--- config.mk ---
export PLATFORM = sky130hd
export DESIGN_NAME = print_burst_master
export DESIGN_NICKNAME = d
export VERILOG_FILES = /design/src/rtl/print_bus_pkg.sv /design/src/rtl/sync_fifo.sv /design/src/rtl/print_burst_master.sv
export SDC_FILE = /design/constraint.sdc
export NUM_CORES = 1
export LEC_CHECK = 0
export CAP_MARGIN = 15
export CORE_AREA = 2 2 192 232
export CTS_CLUSTER_SIZE = 24
export DETAILED_ROUTE_END_ITERATION = 10
export DIE_AREA = 0 0 194 234
export PLACE_DENSITY = 0.66
export SETUP_SLACK_MARGIN = 0.2
export SYNTH_ARGS = -nofsm -noshare
export SYNTH_HDL_FRONTEND = slang
export SYNTH_SLANG_ARGS = --single-unit
--- constraint.sdc ---
create_clock -name clk_i -period 4.45 [get_ports clk_i]
set_clock_uncertainty 0.2 [all_clocks]
set_input_delay 0.89 -clock clk_i [delete_from_list [all_inputs] [get_ports clk_i]]
set_output_delay 0.89 -clock clk_i [all_outputs]
set_load 0.01 [all_outputs]
--- src/rtl/print_bus_pkg.sv ---
// Shared definitions for the print burst master.
//   state_e     : FSM state encoding (idle, request, begin, data, end)
//   bus_out_t   : bundle of every bus-side output driven by the master
//   BusIdle     : all-zero bus bundle, driven whenever the master does not own
//                 the bus. The bus is wired-OR, so idle outputs must be exactly 0.
//   burst_size(): beats -> BURST_SIZE field encoding (beats-1)
package print_bus_pkg;

    typedef enum logic [2:0] {
        StIdle,
        StReq,
        StBegin,
        StData,
        StEnd
    } state_e;

    typedef struct packed {
        logic [31:0] addr_data;
        logic [3:0]  byte_enables;
        logic [7:0]  size;
        logic        read_n_write;
        logic        begin_txn;
        logic        end_txn;
        logic        data_valid;
    } bus_out_t;

    localparam bus_out_t   BusIdle     = '0;
    localparam logic [3:0] BusAllBytes = 4'hF;

    // The bus encodes burst length as beats-1; a 1-beat burst is size 0.
    function automatic logic [7:0] burst_size(input logic [7:0] beats);
        return beats - 8'd1;
    endfunction

endpackage

--- src/rtl/sync_fifo.sv ---
// Synchronous FIFO with a registered occupancy count.
//   clk       : clock, all state on rising edge
//   rst_n     : synchronous active-low reset, empties the FIFO
//   push      : write push_data (caller guarantees not full)
//   push_data : word to store
//   pop       : drop the head entry (caller guarantees not empty)
//   head      : oldest stored word (undefined while empty)
//   count     : number of stored words, 0..DEPTH
// DEPTH must be a power of two so the pointers wrap naturally.
module sync_fifo #(
    parameter int unsigned WIDTH = 32,
    parameter int unsigned DEPTH = 16,
    localparam int unsigned AW = (DEPTH > 1) ? $clog2(DEPTH) : 1,
    localparam int unsigned CW = $clog2(DEPTH + 1)
) (
    input  logic             clk,
    input  logic             rst_n,
    input  logic             push,
    input  logic [WIDTH-1:0] push_data,
    input  logic             pop,
    output logic [WIDTH-1:0] head,
    output logic [CW-1:0]    count
);

    logic [WIDTH-1:0] mem [DEPTH];
    logic [AW-1:0]    wr_ptr_q;
    logic [AW-1:0]    rd_ptr_q;
    logic [CW-1:0]    count_q;
    logic [CW-1:0]    count_d;

    // Storage needs no reset; only entries below count are ever read.
    always_ff @(posedge clk) begin
        if (push) begin
            mem[wr_ptr_q] <= push_data;
        end
    end

    always_comb begin
        count_d = count_q;
        case ({push, pop})
            2'b10:   count_d = count_q + CW'(1);
            2'b01:   count_d = count_q - CW'(1);
            default: count_d = count_q;
        endcase
    end

    always_ff @(posedge clk) begin
        if (!rst_n) begin
            wr_ptr_q <= '0;
            rd_ptr_q <= '0;
            count_q  <= '0;
        end else begin
            if (push) begin
                wr_ptr_q <= wr_ptr_q + AW'(1);
            end
            if (pop) begin
                rd_ptr_q <= rd_ptr_q + AW'(1);
            end
            count_q <= count_d;
        end
    end

    assign head  = mem[rd_ptr_q];
    assign count = count_q;

endmodule

--- src/rtl/print_burst_master.sv ---
// Print burst master: buffers 32-bit words pushed by the core and drains them
// as write bursts (begin, data beats, end) to the print slave at BASE_ADDR.
//   clk_i                  : clock
//   rst_n_i                : synchronous active-low reset
//   push_valid_i/data_i    : core word offer, taken when push_ready_o is high
//   push_ready_o           : FIFO not full (registered count, no pop bypass)
//   flush_i                : pulse, emit everything buffered
//   request_o / grant_i    : arbiter handshake; request held REQ..END
//   bus_busy_i             : stalls the current data beat
//   bus_*_o                : wired-OR bus outputs, zero unless owning the bus
//   idle_o                 : FSM idle and FIFO empty
module print_burst_master
    import print_bus_pkg::*;
#(
    parameter logic [31:0] BASE_ADDR  = 32'h5000_0000,
    parameter int unsigned FIFO_DEPTH = 16,
    parameter int unsigned MAX_BURST  = 8,
    parameter int unsigned TIMEOUT    = 64
) (
    input  logic        clk_i,
    input  logic        rst_n_i,
    input  logic        push_valid_i,
    input  logic [31:0] push_data_i,
    output logic        push_ready_o,
    input  logic        flush_i,
    output logic        request_o,
    input  logic        grant_i,
    input  logic        bus_busy_i,
    output logic [31:0] bus_addrData_o,
    output logic [3:0]  bus_byteEnables_o,
    output logic [7:0]  bus_burstSize_o,
    output logic        bus_readNWrite_o,
    output logic        bus_beginTransaction_o,
    output logic        bus_endTransaction_o,
    output logic        bus_dataValid_o,
    output logic        idle_o
);

    localparam int unsigned CW = $clog2(FIFO_DEPTH + 1);
    localparam int unsigned LW = $clog2(MAX_BURST + 1);
    localparam int unsigned TW = $clog2(TIMEOUT + 1);

    localparam logic [CW-1:0] DepthC    = CW'(FIFO_DEPTH);
    localparam logic [CW-1:0] MaxBurstC = CW'(MAX_BURST);
    localparam logic [LW-1:0] MaxLenC   = LW'(MAX_BURST);
    localparam logic [TW-1:0] TimeoutC  = TW'(TIMEOUT);

    state_e        state_q;
    state_e        state_d;
    logic [CW-1:0] count;
    logic [31:0]   head;
    logic          push_fire;
    logic          pop;
    logic          trigger;
    logic          last_beat;
    logic          flush_q;
    logic          flush_d;
    logic [TW-1:0] timer_q;
    logic [TW-1:0] timer_d;
    logic [LW-1:0] len_q;
    logic [LW-1:0] beat_q;
    bus_out_t      bus;

    assign push_ready_o = (count < DepthC);
    assign push_fire    = push_valid_i && push_ready_o;
    assign pop          = (state_q == StData) && !bus_busy_i;

    sync_fifo #(
        .WIDTH (32),
        .DEPTH (FIFO_DEPTH)
    ) u_fifo (
        .clk       (clk_i),
        .rst_n     (rst_n_i),
        .push      (push_fire),
        .push_data (push_data_i),
        .pop       (pop),
        .head      (head),
        .count     (count)
    );

    // A burst starts on a full burst's worth, on flush, or when a partial
    // burst has sat untouched for TIMEOUT cycles.
    assign trigger = (count != '0) &&
                     ((count >= MaxBurstC) || flush_q || (timer_q == TimeoutC));

    assign last_beat = ((beat_q + LW'(1)) == len_q);

    // Flush stays pending across back-to-back bursts until the FIFO runs dry
    // in IDLE; a new flush pulse wins over the clear.
    assign flush_d = flush_i || (flush_q && !((state_q == StIdle) && (count == '0)));

    always_comb begin
        timer_d = timer_q;
        if ((state_q != StIdle) || (count == '0) || push_fire) begin
            timer_d = '0;
        end else if (timer_q != TimeoutC) begin
            timer_d = timer_q + TW'(1);
        end
    end

    // State register
    always_ff @(posedge clk_i) begin
        if (!rst_n_i) begin
            state_q <= StIdle;
        end else begin
            state_q <= state_d;
        end
    end

    // Next-state logic
    always_comb begin
        state_d = state_q;
        unique case (state_q)
            StIdle:  if (trigger) state_d = StReq;
            StReq:   if (grant_i) state_d = StBegin;
            StBegin: state_d = StData;
            StData:  if (pop && last_beat) state_d = StEnd;
            StEnd:   state_d = StIdle;
            default: state_d = StIdle;
        endcase
    end

    // Burst bookkeeping: length fixed on the grant edge, beats counted in DATA.
    always_ff @(posedge clk_i) begin
        if (!rst_n_i) begin
            flush_q <= 1'b0;
            timer_q <= '0;
            len_q   <= '0;
            beat_q  <= '0;
        end else begin
            flush_q <= flush_d;
            timer_q <= timer_d;
            if ((state_q == StReq) && grant_i) begin
                len_q <= (count >= MaxBurstC) ? MaxLenC : LW'(count);
            end
            if (state_q == StBegin) begin
                beat_q <= '0;
            end else if (pop) begin
                beat_q <= beat_q + LW'(1);
            end
        end
    end

    // Output logic
    always_comb begin
        bus       = BusIdle;
        request_o = (state_q != StIdle);
        idle_o    = (state_q == StIdle) && (count == '0);
        unique case (state_q)
            StBegin: begin
                bus.begin_txn    = 1'b1;
                bus.addr_data    = BASE_ADDR;
                bus.byte_enables = BusAllBytes;
                bus.size         = burst_size(8'(len_q));
            end
            StData: begin
                bus.data_valid = 1'b1;
                bus.addr_data  = head;
            end
            StEnd: begin
                bus.end_txn = 1'b1;
            end
            default: begin
                bus = BusIdle;
            end
        endcase
    end

    assign bus_addrData_o         = bus.addr_data;
    assign bus_byteEnables_o      = bus.byte_enables;
    assign bus_burstSize_o        = bus.size;
    assign bus_readNWrite_o       = bus.read_n_write;
    assign bus_beginTransaction_o = bus.begin_txn;
    assign bus_endTransaction_o   = bus.end_txn;
    assign bus_dataValid_o        = bus.data_valid;

endmodule

==> results.sh <==
export IMPL_cellLeakagePower_nw=7.60
export IMPL_clockBufferDepth=3
export IMPL_root_buffer="clkbuf_16"
export IMPL_numCtsBuffers=53
export IMPL_firstDrtPassIters=5
export IMPL_tightest_slew_ns=0.878
export IMPL_nets=1209
export IMPL_die_width_um=194
export IMPL_status="finished clean"
export IMPL_power_per_cell_area_nw_per_um2=420
export IMPL_fin_crit_sh_pct=93.0
export IMPL_synthCells=1038
export IMPL_crit_fanout=62
export IMPL_start_kind="flop"
export IMPL_gp_congestion=0.759
export IMPL_overflow=0
export IMPL_die_h_um=234
export IMPL_die_area_sq_um=45400
export IMPL_synth_edf_count=512
export IMPL_antenna_found_initial=1
export IMPL_num_vias=10198
export IMPL_ir_drop_mv=0.427
export IMPL_design_core_area_sq_um=43300
export IMPL_drtIter0Drc=752
export IMPL_start_util_pct=49.3
export IMPL_vias_per_cell=5.78
export IMPL_hold_path_class="reg -> reg"
export IMPL_grt_max_degree=63
export IMPL_drtAntennaViolNets=0
export IMPL_min_period_ns=4.14
export IMPL_crit_arrival_ns=3.05
export IMPL_tns_ns=0
export IMPL_layout_commonest_cell="edfxtp_1"
export IMPL_num_antenna_cells=0
export IMPL_maxCapViolations=0
export IMPL_yosysWarnings=0
export IMPL_synth_cell_types=43
export IMPL_synth_ff_type="edfxtp_1"
export IMPL_wl_per_cell_um=24.9
export IMPL_cts_hold_buf=0
export IMPL_worst_setup_path_end_kind="output pin"
export IMPL_cts_htree_levels=2
export IMPL_syn_nets=1087
export IMPL_clk_pin_slew_ns=0.06
export IMPL_drive_gt1_share_pct=22.2
export IMPL_ys_top_cells_by_area="edfxtp_1 72%, mux4_2 14%, dfxtp_1 3.4%"
export IMPL_required_ns=3.36
export IMPL_max_slew_margin_pct=41.5
export IMPL_boundaryPins=89
export IMPL_grt_pass1_wl_mm=66.3
export IMPL_ys_ff_latch=548
export IMPL_critPathKind="reg -> out"
export IMPL_post_dp_hpwl_mm=24.5
export IMPL_port_buffers=87
export IMPL_max_freq_mhz=242
export IMPL_synth_cell_area_sq_um=21400
export IMPL_tritoncts="done"
export IMPL_clkLatencyLatePin_ns=0.60
export IMPL_drc=0
export IMPL_avgSynthCellArea_sq_um=20.6
export IMPL_cts_sinks=548
export IMPL_rsz0062_at_grt="yes"
export IMPL_grt_pass1_vias=10523
export IMPL_hold_violations=0
export IMPL_layout_common_cells="512 x edfxtp_1, 128 x mux4_2, 87 x clkdlybuf4s50_1"
export IMPL_post_cts_buffers=0
export IMPL_synth_top_area_cell="edfxtp_1"
export IMPL_rows=84
export IMPL_async_reset_ff_share_pct=0
export IMPL_ys_seq_area_share_pct=75.4
export IMPL_synth_top_cell_area_share_pct=72.0
export IMPL_wirelength_mm=43.9
export IMPL_drv_slew=0
export IMPL_post_cts_resized=0
export IMPL_area_growth_pct=16.3
export IMPL_setup_viol=0
export IMPL_timing_hold_ws_ns=0.300
export IMPL_grtUsageTotal_pct=19.8
## worst max-delay path: stages, from the launching register on
cell             delay, ns
dfxtp_4               0.40
buf_16                0.37
mux4_2                0.57
mux2i_1               0.29
o22ai_1               0.20
clkdlybuf4s50_1       0.53
## synthesized netlist by cell type (2+ instances only)
library cell / count
nand2b_1: 5
edfxtp_1: 512
mux2i_1: 67
nor2_1: 49
buf_6: 7
nand2_1: 25
nor4b_1: 2
and3_1: 4
o22ai_1: 30
a21oi_1: 10
clkbuf_1: 22
nand3b_1: 4
buf_4: 10
nand3_1: 8
inv_1: 17
o21ai_0: 6
nand4_1: 3
o21a_1: 2
xor2_1: 12
buf_2: 17
buf_1: 3
dfxtp_1: 36
mux4_2: 128
xnor2_1: 12
a31oi_1: 6
ha_1: 11
nor3_1: 14
## metrics by stage
| step | util [%] | setup slack [ns] | instance area (sq um) | total power [W] | std cells |
|---|---|---|---|---|---|
| 2_1_floorplan | - | 0.284 | 21400 | 0.00598 | 1038 |
| 3_3_place_gp | 53.4 | 0.873 | 23100 | 0.00615 | 1664 |
| 3_5_place_dp | 53.4 | 0.878 | 23100 | 0.00617 | 1664 |
| 4_1_cts | 57.3 | 0.223 | 24800 | 0.0105 | 1763 |
| 5_1_grt | 57.3 | 0.187 | 24800 | 0.0107 | 1763 |
| 6_report | 57.3 | 0.313 | 24800 | 0.0104 | 1763 |
## layer usage
metal	wire (um)	part of all wire (%)	track usage, %	vias to the layer above
li1	-	-	-	4486
met4	794	1.8	4.95	2
met2	22500	51	34.0	273
met5	13	0.030	0	-
met3	2270	5.2	3.57	62
met1	18400	42	26.5	5375
## state kept, by name, indices dropped and copies added (netlist names), named ones only
name             count
u_fifo.mem         512
len_q                4
timer_q              7
u_fifo.rd_ptr_q      4
u_fifo.count         5
beat_q               4
state_q              3
flush_q              1
u_fifo.wr_ptr_q      4
## area by class of cell
| type | count | area [sq um] |
|---|---|---|
| fillers | 3226 | 18500 |
| clock buffers | 61 | 1400 |
| well taps | 559 | 699 |
| multi-input cells | 413 | 4970 |
| inverters | 18 | 67.6 |
| clock inverters | 38 | 297 |
| flip-flops and latches | 548 | 16100 |
| repair buffers | 126 | 1300 |
## cell families (layout without fill, tap and decap cells)
kind of cell,after synthesis,in the layout,share of synthesized area (%)
flip-flops,548,548,75.4
multiplexers,195,195,16.6
AND/OR/NAND/NOR,121,121,2.68
buffers and inverters,77,243,1.88
AO/OA/AOI/OAI,61,61,1.78
XOR/XNOR,24,24,0.984
adder cells (fa/ha/maj),11,11,0.645
other,1,1,0.0176
## worst paths after layout
kind                                              startpoint                           end  slack (ns)  cells past startpoint
worst max-delay path                                    flop             bus_addrData_o[4]        0.31                      5
worst min-delay path                  beat_q[1]$_SDFFE_PP0P_        beat_q[1]$_SDFFE_PP0P_        0.30                      2
worst max register to register  u_fifo.count[4]$_SDFFE_PN0P_  u_fifo.count[4]$_SDFFE_PN0P_        1.80                      9
worst min register to register        beat_q[1]$_SDFFE_PP0P_        beat_q[1]$_SDFFE_PP0P_        0.30                      2
## where the power goes
group / internal, W / switching [W]
clock network: 0.00249 / 0.00188
registers: 0.00569 / 0.0000242
logic: 0.000143 / 0.000198
(Power assumes the default switching activity.)
==> variant, RTL diff (same flow settings) <==
Register the output `bus_beginTransaction_o`, with the module's reset; this adds one clock of latency there. The other outputs are not delayed to match.
--- a/src/rtl/print_burst_master.sv
+++ b/src/rtl/print_burst_master.sv
@@ -170,7 +170,13 @@
     assign bus_byteEnables_o      = bus.byte_enables;
     assign bus_burstSize_o        = bus.size;
     assign bus_readNWrite_o       = bus.read_n_write;
-    assign bus_beginTransaction_o = bus.begin_txn;
+    always_ff @(posedge clk_i) begin
+        if (!rst_n_i) begin
+            bus_beginTransaction_o <= '0;
+        end else begin
+            bus_beginTransaction_o <= bus.begin_txn;
+        end
+    end
     assign bus_endTransaction_o   = bus.end_txn;
     assign bus_dataValid_o        = bus.data_valid;
 
Formal check against the unedited RTL: not equivalent (Yosys sat finds a counterexample within 4 cycles, from zero or initial values and one cycle with rst_n_i low).
==> variant against the unedited design <==
Critical endpoint is now bus_addrData_o[31]; power is 2.6% higher; sequential share of layout area is 0.50 points lower; sequential cell count is 1 higher; largest cell class unchanged; design area is 0.91% higher; setup slack better by 1.5 ps; utilization is 0.52 points higher; wire length is 1.4% higher; die area stayed put; synthesized area is 0.32% higher; cell count is 1.5% lower.
==> variant: results (changes against the unedited design) <==
Cells and area
  – Final Non-Filler Cells: 1736 (-1.5%)
  – Fin nets: 1183 (-2.2%)
  – Fraction of layout cells with a size suffix above 1: 25.6% (+3.4 points)
  – # fillers: 3191 (-1.1%)

Clocking
  – Total CTS buffers: 52 (-1.9%)
  – Worst skew pair latency: 570 ps (-30 ps)

Detailed routing
  – Pre-Repair DR Iteration Count: 7 (+2)
  – DR WL met3: 2530 um (+12%)
  – Post-Route M1 WL: 18300 um (-0.24%)

Pwr
  – Gate power share: 5.9% (+2.6 points)
  – Power density cells: 426 nW/um2 (+1.6%)
  – Total power: 10.7 mW (+2.6%)

Worst setup path
  – Worst R2R Path Depth: 8 (-1)
  – R2r setup slk: 1830 ps (+30 ps)
  – Critical-path cell with the highest stage delay: mux4_1
  – Cell family with most CP delay: multiplexers
  – Crit Path Max Fanout: 13 (-79%)
  – Critical path endpoint: bus_addrData_o[31]
  – R2r startpoint: state_q[0]

Placed design
  – Placed cells: 1630 (-2.0%)
  – Routability congestion estimate: 0.754 (-0.63%)

Yosys
  – Post-Syn Instances: 1002 (-3.5%)

Worst hold path
  – Hold_sp: u_fifo.rd_ptr_q[3]

Global routing
  – Total global-route track usage: 20.0% (+0.19 points)
  – M2 GR Usage: 34.2% (+0.17 points)
  – Global Route met3 Usage: 3.02% (-0.55 points)

Run status
  – Outcome: finished, final reports clean
-- variant: cell count changes in the layout (fill, tap and decap cells not counted), sizes merged, moves of 4 or more --
cell | unedited run | this run
clkinv | 29 | 25
o22ai | 30 | 0
nand3 | 8 | 12
buf | 39 | 47
mux4 | 128 | 158
mux2i | 67 | 5
and2 | 0 | 30
-- variant: timing repair --
| action | 4_1_cts | 5_1_grt |
|---|---|---|
| gates resized for setup | 3 | 7 |
| endpoints found under the setup margin | 18 | 12 |
| buffers inserted | 2 | 6 |
| cloned | 0 | 1 |
-- variant: kinds of logic after synthesis --
group,after synthesis,share of synthesized area (%)
other cells,1,0.0175
compound gates,29,0.841
mux,165,17.0
flops,549,75.2
buf+inv,72,1.75
fa+ha+maj,11,0.643
xor+xnor,26,1.06
simple gates,149,3.42
-- variant: area by class of cell --
class,instances,area share [%]
clock buffer,61,5.33
clock inverter,36,1.34
timing repair buffer,135,5.84
inverter,15,0.225
sequential,549,64.4
tap,559,2.79
multi-input combinational,381,20.1
